<file path="src/rtl/isi_channel_sequencer_if.sv">
// Control, symbol-source and channel-sample signals of the ISI channel sequencer.
// timeout_err exists only when ISI_SEQ_TIMEOUT_EN is defined.
interface isi_channel_sequencer_if #(
   parameter int SIGNAL_RESOLUTION = 8
);
   logic                                start;
   logic [31:0]                         num_symbols;
   logic [1:0]                          sym_in;
   logic                                sym_in_valid;
   logic                                sym_in_ready;
   logic signed [SIGNAL_RESOLUTION-1:0] ch_signal;
   logic                                ch_valid;
   logic                                busy;
   logic                                done;
   logic [31:0]                         sym_count;
`ifdef ISI_SEQ_TIMEOUT_EN
   logic                                timeout_err;
`endif

   modport master (
`ifdef ISI_SEQ_TIMEOUT_EN
      input  timeout_err,
`endif
      output start, num_symbols, sym_in, sym_in_valid,
      input  sym_in_ready, ch_signal, ch_valid, busy, done, sym_count
   );

   modport slave (
`ifdef ISI_SEQ_TIMEOUT_EN
      output timeout_err,
`endif
      input  start, num_symbols, sym_in, sym_in_valid,
      output sym_in_ready, ch_signal, ch_valid, busy, done, sym_count
   );
endinterface

</file>
<file path="src/rtl/isi_channel_sequencer.sv">
// Frames PAM-4 symbols for the ISI channel model between FLUSH/DRAIN zero runs, one sample per PACE_DIV clocks.
// Define ISI_SEQ_TIMEOUT_EN to add the source-stall timeout and the timeout_err flag.
module isi_channel_sequencer #(
   parameter int PULSE_RESPONSE_LENGTH = 2,
   parameter int SIGNAL_RESOLUTION     = 8,
   parameter int SYMBOL_SEPERATION     = 56,
   parameter int PACE_DIV              = 1,
   parameter int TIMEOUT_CYCLES        = 1024
) (
   input  logic                  clk,
   input  logic                  rst,
   isi_channel_sequencer_if.slave bus
);
   localparam int PW = (PACE_DIV > 1) ? $clog2(PACE_DIV) : 1;
   localparam logic [PW-1:0] PACE_LAST = PW'(PACE_DIV - 1);
   localparam int ZW = $clog2(PULSE_RESPONSE_LENGTH + 1);
   localparam logic [ZW-1:0] ZERO_LAST = ZW'(PULSE_RESPONSE_LENGTH - 1);

   typedef logic signed [SIGNAL_RESOLUTION-1:0] sample_t;
   typedef enum logic [2:0] {IDLE, FLUSH, RUN, DRAIN, DONE} state_t;

   if (PACE_DIV < 1) begin : g_bad_pace
      $error("PACE_DIV must be at least 1");
   end
   if ((SYMBOL_SEPERATION % 2) != 0) begin : g_bad_sep
      $error("SYMBOL_SEPERATION must be even");
   end
   if (TIMEOUT_CYCLES < 1) begin : g_bad_timeout
      $error("TIMEOUT_CYCLES must be at least 1");
   end

   function automatic sample_t sat(input longint v);
      longint hi, lo;
      hi = (longint'(1) <<< (SIGNAL_RESOLUTION - 1)) - 1;
      lo = -hi - 1;
      if (v > hi)      sat = sample_t'(hi);
      else if (v < lo) sat = sample_t'(lo);
      else             sat = sample_t'(v);
   endfunction

   localparam longint HALF_S = longint'(SYMBOL_SEPERATION / 2);
   localparam sample_t LVL_N3 = sat(-3 * HALF_S);
   localparam sample_t LVL_N1 = sat(-HALF_S);
   localparam sample_t LVL_P1 = sat(HALF_S);
   localparam sample_t LVL_P3 = sat(3 * HALF_S);

   state_t        state;
   logic [PW-1:0] pace_cnt;
   logic [ZW-1:0] zero_cnt;
   logic [31:0]   remaining;
   logic          slot;
   logic          hs;
   sample_t       lvl;

`ifdef ISI_SEQ_TIMEOUT_EN
   localparam int SW = $clog2(TIMEOUT_CYCLES + 1);
   localparam logic [SW-1:0] STALL_LAST = SW'(TIMEOUT_CYCLES - 1);
   logic [SW-1:0] stall_cnt;
`endif

   assign slot             = (pace_cnt == '0);
   // ready never looks at sym_in_valid, so the source may wait on it freely
   assign bus.sym_in_ready = (state == RUN) && slot && (remaining != 32'd0);
   assign hs               = bus.sym_in_valid && bus.sym_in_ready;

   always_comb begin
      lvl = LVL_P3;
      case (bus.sym_in)
         2'd0:    lvl = LVL_N3;
         2'd1:    lvl = LVL_N1;
         2'd2:    lvl = LVL_P1;
         default: lvl = LVL_P3;
      endcase
   end

   always_ff @(posedge clk or posedge rst) begin
      if (rst) begin
         state         <= IDLE;
         pace_cnt      <= '0;
         zero_cnt      <= '0;
         remaining     <= '0;
         bus.ch_signal <= '0;
         bus.ch_valid  <= 1'b0;
         bus.busy      <= 1'b0;
         bus.done      <= 1'b0;
         bus.sym_count <= '0;
`ifdef ISI_SEQ_TIMEOUT_EN
         stall_cnt       <= '0;
         bus.timeout_err <= 1'b0;
`endif
      end else begin
         bus.ch_valid <= 1'b0;
         bus.done     <= 1'b0;
         // pacing keeps running through source stalls so slot timing never drifts
         if (state == IDLE)            pace_cnt <= '0;
         else if (pace_cnt == PACE_LAST) pace_cnt <= '0;
         else                          pace_cnt <= pace_cnt + 1'b1;

         case (state)
            IDLE: begin
               if (bus.start) begin
                  remaining     <= bus.num_symbols;
                  bus.sym_count <= '0;
                  zero_cnt      <= '0;
                  bus.busy      <= 1'b1;
                  state         <= FLUSH;
`ifdef ISI_SEQ_TIMEOUT_EN
                  stall_cnt       <= '0;
                  bus.timeout_err <= 1'b0;
`endif
               end
            end
            FLUSH: begin
               if (slot) begin
                  bus.ch_signal <= '0;
                  bus.ch_valid  <= 1'b1;
                  if (zero_cnt == ZERO_LAST) begin
                     zero_cnt <= '0;
                     state    <= (remaining == 32'd0) ? DRAIN : RUN;
                  end else begin
                     zero_cnt <= zero_cnt + 1'b1;
                  end
               end
            end
            RUN: begin
               if (hs) begin
                  bus.ch_signal <= lvl;
                  bus.ch_valid  <= 1'b1;
                  bus.sym_count <= bus.sym_count + 32'd1;
                  remaining     <= remaining - 32'd1;
                  if (remaining == 32'd1) state <= DRAIN;
`ifdef ISI_SEQ_TIMEOUT_EN
                  stall_cnt <= '0;
               end else if (bus.sym_in_ready) begin
                  if (stall_cnt == STALL_LAST) begin
                     stall_cnt       <= '0;
                     bus.timeout_err <= 1'b1;
                     state           <= DRAIN;
                  end else begin
                     stall_cnt <= stall_cnt + 1'b1;
                  end
`endif
               end
            end
            DRAIN: begin
               if (slot) begin
                  bus.ch_signal <= '0;
                  bus.ch_valid  <= 1'b1;
                  if (zero_cnt == ZERO_LAST) begin
                     zero_cnt <= '0;
                     bus.done <= 1'b1;
                     state    <= DONE;
                  end else begin
                     zero_cnt <= zero_cnt + 1'b1;
                  end
               end
            end
            DONE: begin
               bus.busy <= 1'b0;
               state    <= IDLE;
            end
            default: state <= IDLE;
         endcase
      end
   end
endmodule
</file>
<file path="src/flat_wrapper.sv">
// flat-port wrapper written by rule: the top's interface ports become plain ports
module isi_channel_sequencer_flat 
#(
   parameter int PULSE_RESPONSE_LENGTH = 2,
   parameter int SIGNAL_RESOLUTION     = 8,
   parameter int SYMBOL_SEPERATION     = 56,
   parameter int PACE_DIV              = 1,
   parameter int TIMEOUT_CYCLES        = 1024
)
  (clk, rst, bus_start, bus_num_symbols, bus_sym_in, bus_sym_in_valid, bus_sym_in_ready, bus_ch_signal, bus_ch_valid, bus_busy, bus_done, bus_sym_count);
  isi_channel_sequencer_if #(.SIGNAL_RESOLUTION(SIGNAL_RESOLUTION)) bus_i ();
  input  logic clk;
  input  logic rst;
  input wire logic [$bits(bus_i.start)-1:0] bus_start;
  input wire logic [$bits(bus_i.num_symbols)-1:0] bus_num_symbols;
  input wire logic [$bits(bus_i.sym_in)-1:0] bus_sym_in;
  input wire logic [$bits(bus_i.sym_in_valid)-1:0] bus_sym_in_valid;
  output wire logic [$bits(bus_i.sym_in_ready)-1:0] bus_sym_in_ready;
  output wire logic [$bits(bus_i.ch_signal)-1:0] bus_ch_signal;
  output wire logic [$bits(bus_i.ch_valid)-1:0] bus_ch_valid;
  output wire logic [$bits(bus_i.busy)-1:0] bus_busy;
  output wire logic [$bits(bus_i.done)-1:0] bus_done;
  output wire logic [$bits(bus_i.sym_count)-1:0] bus_sym_count;
  assign bus_i.start = bus_start;
  assign bus_i.num_symbols = bus_num_symbols;
  assign bus_i.sym_in = bus_sym_in;
  assign bus_i.sym_in_valid = bus_sym_in_valid;
  assign bus_sym_in_ready = bus_i.sym_in_ready;
  assign bus_ch_signal = bus_i.ch_signal;
  assign bus_ch_valid = bus_i.ch_valid;
  assign bus_busy = bus_i.busy;
  assign bus_done = bus_i.done;
  assign bus_sym_count = bus_i.sym_count;
  isi_channel_sequencer #(.PULSE_RESPONSE_LENGTH(PULSE_RESPONSE_LENGTH), .SIGNAL_RESOLUTION(SIGNAL_RESOLUTION), .SYMBOL_SEPERATION(SYMBOL_SEPERATION), .PACE_DIV(PACE_DIV), .TIMEOUT_CYCLES(TIMEOUT_CYCLES)) u_core (.clk(clk), .rst(rst), .bus(bus_i));
endmodule
</file>
<file path="config.mk">
export PLATFORM = sky130hd
export DESIGN_NAME = isi_channel_sequencer_flat
export DESIGN_NICKNAME = d
export VERILOG_FILES = /design/src/rtl/isi_channel_sequencer_if.sv /design/src/rtl/isi_channel_sequencer.sv /design/src/flat_wrapper.sv
export SDC_FILE = /design/constraint.sdc
export NUM_CORES = 1
export LEC_CHECK = 0
export CAP_MARGIN = 10
export CORE_MARGIN = 2
export CORE_UTILIZATION = 45
export CTS_CLUSTER_SIZE = 16
export DETAILED_ROUTE_END_ITERATION = 8
export PLACE_DENSITY = 0.7
export SLEW_MARGIN = 30
export SYNTH_ARGS = -nofsm -noshare
export SYNTH_HDL_FRONTEND = slang
export SYNTH_SLANG_ARGS = --single-unit
</file>
<file path="constraint.sdc">
create_clock -name clk -period 6.8 [get_ports clk]
set_clock_uncertainty 0.1 [all_clocks]
set_input_delay 1.36 -clock clk [delete_from_list [all_inputs] [get_ports clk]]
set_output_delay 1.36 -clock clk [all_outputs]
set_load 0.05 [all_outputs]
</file>
# Word level (Yosys, flattened, before mapping)
# Cells that the tools add are included.
[classes] n_addsub=4 eq_ne=16 n_mux=33 bitwise=1 n_reduce_logical=17
[op_table] operator="$mux 32" n=4
[op_table] operator="$pmux 32 s2" n=2
[op_table] operator="$add 32x1->32 const B" n=1
[op_table] operator="$eq 32x1->1 const B" n=1
[op_table] operator="$logic_not 32->1" n=1
[op_table] operator="$reduce_bool 32->1" n=1
[op_table] operator="$sub 32x1->32 const B" n=1
[op_table] operator="$pmux 8 s3" n=1
[op_table] operator="$mux 3" n=7
[op_table] operator="$mux 8" n=2
[op_table] operator="$pmux 8 s2" n=1
[op_table] operator="$pmux 3 s4" n=1
[op_table] operator="$ne 2x2->1 const B" n=5
[op_table] operator="$mux 1" n=9
[op_table] operator="$reduce_and 3->1" n=3
[op_table] operator="$reduce_bool 2->1" n=4
[op_table] operator="$reduce_and 7->1" n=1
[op_table] operator="$eq 3x2->1 const B" n=2
[op_table] operator="$mux 2" n=3
[op_table] operator="$ne 2x1->1 const B" n=3
[op_table] operator="$eq 2x1->1 const B" n=2
[op_table] operator="$pmux 1 s2" n=2
[op_table] operator="$pmux 2 s2" n=1
[op_table] operator="$eq 3x1->1 const B" n=1
[op_table] operator="10 further kinds" n=12
[word_totals] reg_bits=81 wordCells=80

# Longest topological paths before layout
[logic_depth] ltp_word=6 depth_mapped=9 depth_no_buf=8

# Least setup slack after synthesis
# No wires, ideal clock.
[synth_timing] kind="flip-flop to output port" from="register u_core.state[1]" to="output bus_sym_in_ready" t_arrival_ns=1.940 t_required_ns=5.340 path_slack_ns=3.400 path_stages_with_launch=6 n_path_buf=2 cell_sequence="dfrtp_1 > inv_2 > or3_1 > clkbuf_1 > clkbuf_1 > nor2_1"
[synth_between] elab_chain_cells=3
[synth_lines] item="start: declaration" line="isi_channel_sequencer.sv:47" rtl="state_t state;"
[synth_lines] item="start signal: assignment" line="isi_channel_sequencer.sv:119" rtl="state <= (remaining == 32'd0) ? DRAIN : RUN;"
[synth_lines] item="$eq 3x2->1" line="isi_channel_sequencer.sv:63" rtl="assign bus.sym_in_ready = (state == RUN) && slot && (remaining != 32'd0);"
[synth_lines] item="$logic_and 1x1->1 (2 in a row)" line="isi_channel_sequencer.sv:63"
[synth_lines] item="end: declaration" line="flat_wrapper.sv:18" rtl="output wire logic [$bits(bus_i.sym_in_ready)-1:0] bus_sym_in_ready;"
# Every way passes these cells.

# Worst setup path after layout
[layout_timing] from="register u_core.remaining[23]" to="output bus_sym_in_ready"
[layout_between] elab_chain_cells=2
[layout_lines] item="start: declaration" line="isi_channel_sequencer.sv:50" rtl="logic [31:0] remaining;"
[layout_lines] item="start signal: assignment" line="isi_channel_sequencer.sv:102" rtl="remaining <= bus.num_symbols;"
[layout_lines] item="start signal: assignment" line="isi_channel_sequencer.sv:130" rtl="remaining <= remaining - 32'd1;"
[layout_lines] item="$reduce_bool 32->1" line="isi_channel_sequencer.sv:63"
[layout_lines] item="$logic_and 1x1->1" line="isi_channel_sequencer.sv:63"
# Every way passes these cells.

==> impl_metrics.toml <==
[grt]
busiest_layer = "met2"
met1_usage_pct = 29.0
antenna_found_initial = 0
grt_pass1_vias = 3899
grt_max_degree = 55
grt_use_met2_pct = 34.1
use_met3_pct = 4.47
grt.total_usage_pct = 21.2
grt_overflow = 0
grt_pass1_wl_um = 19000

[floorplanning]
ios = 82
die_area_mm2 = 0.0108
row_count = 36
initial_utilization_pct = 46.0
core_area_mm2 = 0.00973
die_x_um = 104
die_y_um = 104

[drt]
drt_iter0_drc = 228
drc = 0
via_per_inst = 5.69
wl_um = 11100
wire_per_inst_um = 15.7
dr.pass1.iters = 4
ant_nets = 0
via_count = 4001

[sta]
fin_tns_setup_ns = 0
rsz0062_at_grt = "no"
setup_ws_ns = 2.38
max_freq_ghz = 0.226
final-max-slew-violation-count = 0
slew_headroom_pct = 44.6
finalHoldViolCount = 0
setup-violations-final = 0
min_period_over_period_pct = 65.0
layout_min_cycle_time_ns = 4.42
worst_pin_slew_ns = 0.824
holdWs_ns = 0.415

[clock_tree]
cts_sinks = 77
clkSlewWorstSetupHoldPaths_ns = 0.09
h-tree-depth = 3
cts_buffers = 9
root_buffer = "clkbuf_8"
cts_buffer_depth = 2
postCtsSetupBuffers = 0
clk_latency_ns = 0.34
tritoncts = "built"
hold_buffers = 0
post_cts_resized = 0

[setup_path]
worstSetupEndpoint = "bus_sym_in_ready"
timing.rr.end = "u_core.remaining[16]$_DFFE_PP0P_"
rr_worst_depth = 7
arrival_ns = 2.96
critical_path_class = "reg2out"
reg2reg_slack_ns = 3.56
critPathLaunch = "u_core.remaining[23]$_DFFE_PP0P_"
cp_data_required_time_ns = 5.34
cp_max_fo = 7
cp-start-kind = "flop"
reg2reg_from = "u_core.remaining[23]$_DFFE_PP0P_"
end_kind = "primary output"

[cells_and_area]
drive_gt1_share_pct = 9.12
layout_commonest_cell = "clkdlybuf4s50_1"
final_nets = 607
area_delta_synth_final_pct = 24.5
num-fill-cells = 886
n_antenna_cell = 0
instances_no_fill = 703
mostFrequentLayoutCells = "clkdlybuf4s50_1, dfrtp_1, nor2_1"

[job]
drv_cap = 0

[status]
status = "finished, final reports clean"

[logic_synthesis]
yosys_warnings = 0
synth_area_mm2 = 0.00447
synth_edf_count = 0
synth_cells = 496
synth_largest_area_cell = "dfrtp_1"
synth_area_leaders = "dfrtp_1, nor2_1, xnor2_1, nand2_1, nor3_1"
ys_seq_elements = 77
synth_ff_type = "dfrtp_1"
synthArstFlopShare_pct = 100
syn_avg_cell_area_um2 = 9.02
ys_seq_area_share_pct = 43.1
synth_top_area_share_pct = 43.1
synth.distinct_cells = 61

[power]
switchingPower_mw = 0.850
powerDensity_mw_per_mm2 = 343
intPower_mw = 1.06
pwr-share-seq_pct = 39.4
leakage_nw = 2.07
p_comb_share_pct = 42.5
irDropWorstVdd_uv = 261
pwr-share-clk_pct = 18.1
p_sw_share_pct = 44.5
p_total_mw = 1.91

[placement]
io_buffers = 79
dp_cells = 686
post-place-ws_ns = 2.32
hpwl_um = 7650
gp_congestion = 0.839

[hold_path]
hold_class = "reg2reg"
## metal layers
layer / routed length, µm / vias up
met2: 5360 / 114
met3: 554 / 9
met5: 0 / -
met4: 107 / 0
li1: - / 1920
met1: 5040 / 1958
## synthesized netlist by cell type (2+ instances only)
library cell	n
o22a_1	2
a21oi_2	2
ha_1	4
xnor2_1	31
nor4b_2	6
a221o_1	2
o21a_1	7
or2_1	3
a2bb2oi_1	4
nand3_1	17
nor3_1	31
o21ai_1	9
o211ai_1	2
and3_1	5
a211oi_1	2
nand2b_1	3
nor2_1	74
buf_4	5
nor4_2	9
or4_1	2
or4b_1	2
a22oi_1	3
nor4_4	3
or3_1	6
nor3_2	2
nand4_1	13
a21oi_1	25
clkbuf_1	14
dfrtp_1	77
a311oi_1	9
o21ai_0	9
nor4_1	12
nand2_1	47
a31oi_1	4
inv_1	12
nor2b_1	2
buf_2	8
o22ai_1	5
## sequential cells by signal, summed over array words and instances (netlist names)
register	count
u_core.bus.busy	1
u_core.remaining	32
u_core.bus.sym_count	32
u_core.bus.ch_valid	1
u_core.state	3
u_core.zero_cnt	2
u_core.bus.done	1
u_core.bus.ch_signal	5
## stage by stage
stage / utilization [%] / area, µm²
global route: 57.2 / 5570
finish: 57.2 / 5570
detailed placement: 55.0 / 5350
floorplan: - / 4480
global placement: 55.0 / 5350
CTS: 57.0 / 5540
## worst min-delay path by stage
stage | startpoint | endpoint | slack, ns | cells after the start
floorplan | u_core.zero_cnt[0]$_DFFE_PP0P_ | u_core.zero_cnt[0]$_DFFE_PP0P_ | 0.37 | 1
global placement | u_core.zero_cnt[1]$_DFFE_PP0P_ | u_core.zero_cnt[1]$_DFFE_PP0P_ | 0.40 | 1
detailed placement | u_core.zero_cnt[1]$_DFFE_PP0P_ | u_core.zero_cnt[1]$_DFFE_PP0P_ | 0.40 | 1
CTS | u_core.zero_cnt[1]$_DFFE_PP0P_ | u_core.zero_cnt[1]$_DFFE_PP0P_ | 0.42 | 1
global route | u_core.zero_cnt[1]$_DFFE_PP0P_ | u_core.zero_cnt[1]$_DFFE_PP0P_ | 0.44 | 1
finish | u_core.zero_cnt[0]$_DFFE_PP0P_ | u_core.zero_cnt[0]$_DFFE_PP0P_ | 0.42 | 1
## final cells by class
type | count | area (µm²) | area share (%)
sequential | 77 | 1930 | 34.6
multi-input combinational | 378 | 2370 | 42.6
clock buffer | 11 | 131 | 2.36
tap | 133 | 166 | 2.99
clock inverter | 5 | 61.3 | 1.10
inverter | 13 | 48.8 | 0.876
timing repair buffer | 86 | 863 | 15.5
## power groups by stage
| stage | clock network [mW] | registers, mW | logic [mW] |
|---|---|---|---|
| global route | 0.374 | 0.775 | 0.897 |
| floorplan | 0 | 0.795 | 0.534 |
| finish | 0.345 | 0.754 | 0.812 |
| CTS | 0.352 | 0.749 | 0.797 |
| global placement | 0 | 0.752 | 0.769 |
| detailed placement | 0 | 0.755 | 0.797 |
## worst max-delay path: stages, from the launching register on
cell and delay (ns):
dfrtp_1 0.45, nor4_1 0.46, nand3_1 0.39, nor4_2 0.46, nor2_1 0.12, clkdlybuf4s50_1 0.74
## logic make-up after synthesis
logic type,Yosys count,synth area share [%]
AND/OR/NAND/NOR,247,31.2
AO/OA/AOI/OAI,94,14.1
flip-flops,77,43.1
buffers and inverters,42,4.33
XOR/XNOR,31,6.07
adder cells (fa/ha/maj),4,1.12
other,1,0.0838
(Power assumes the default switching activity.)
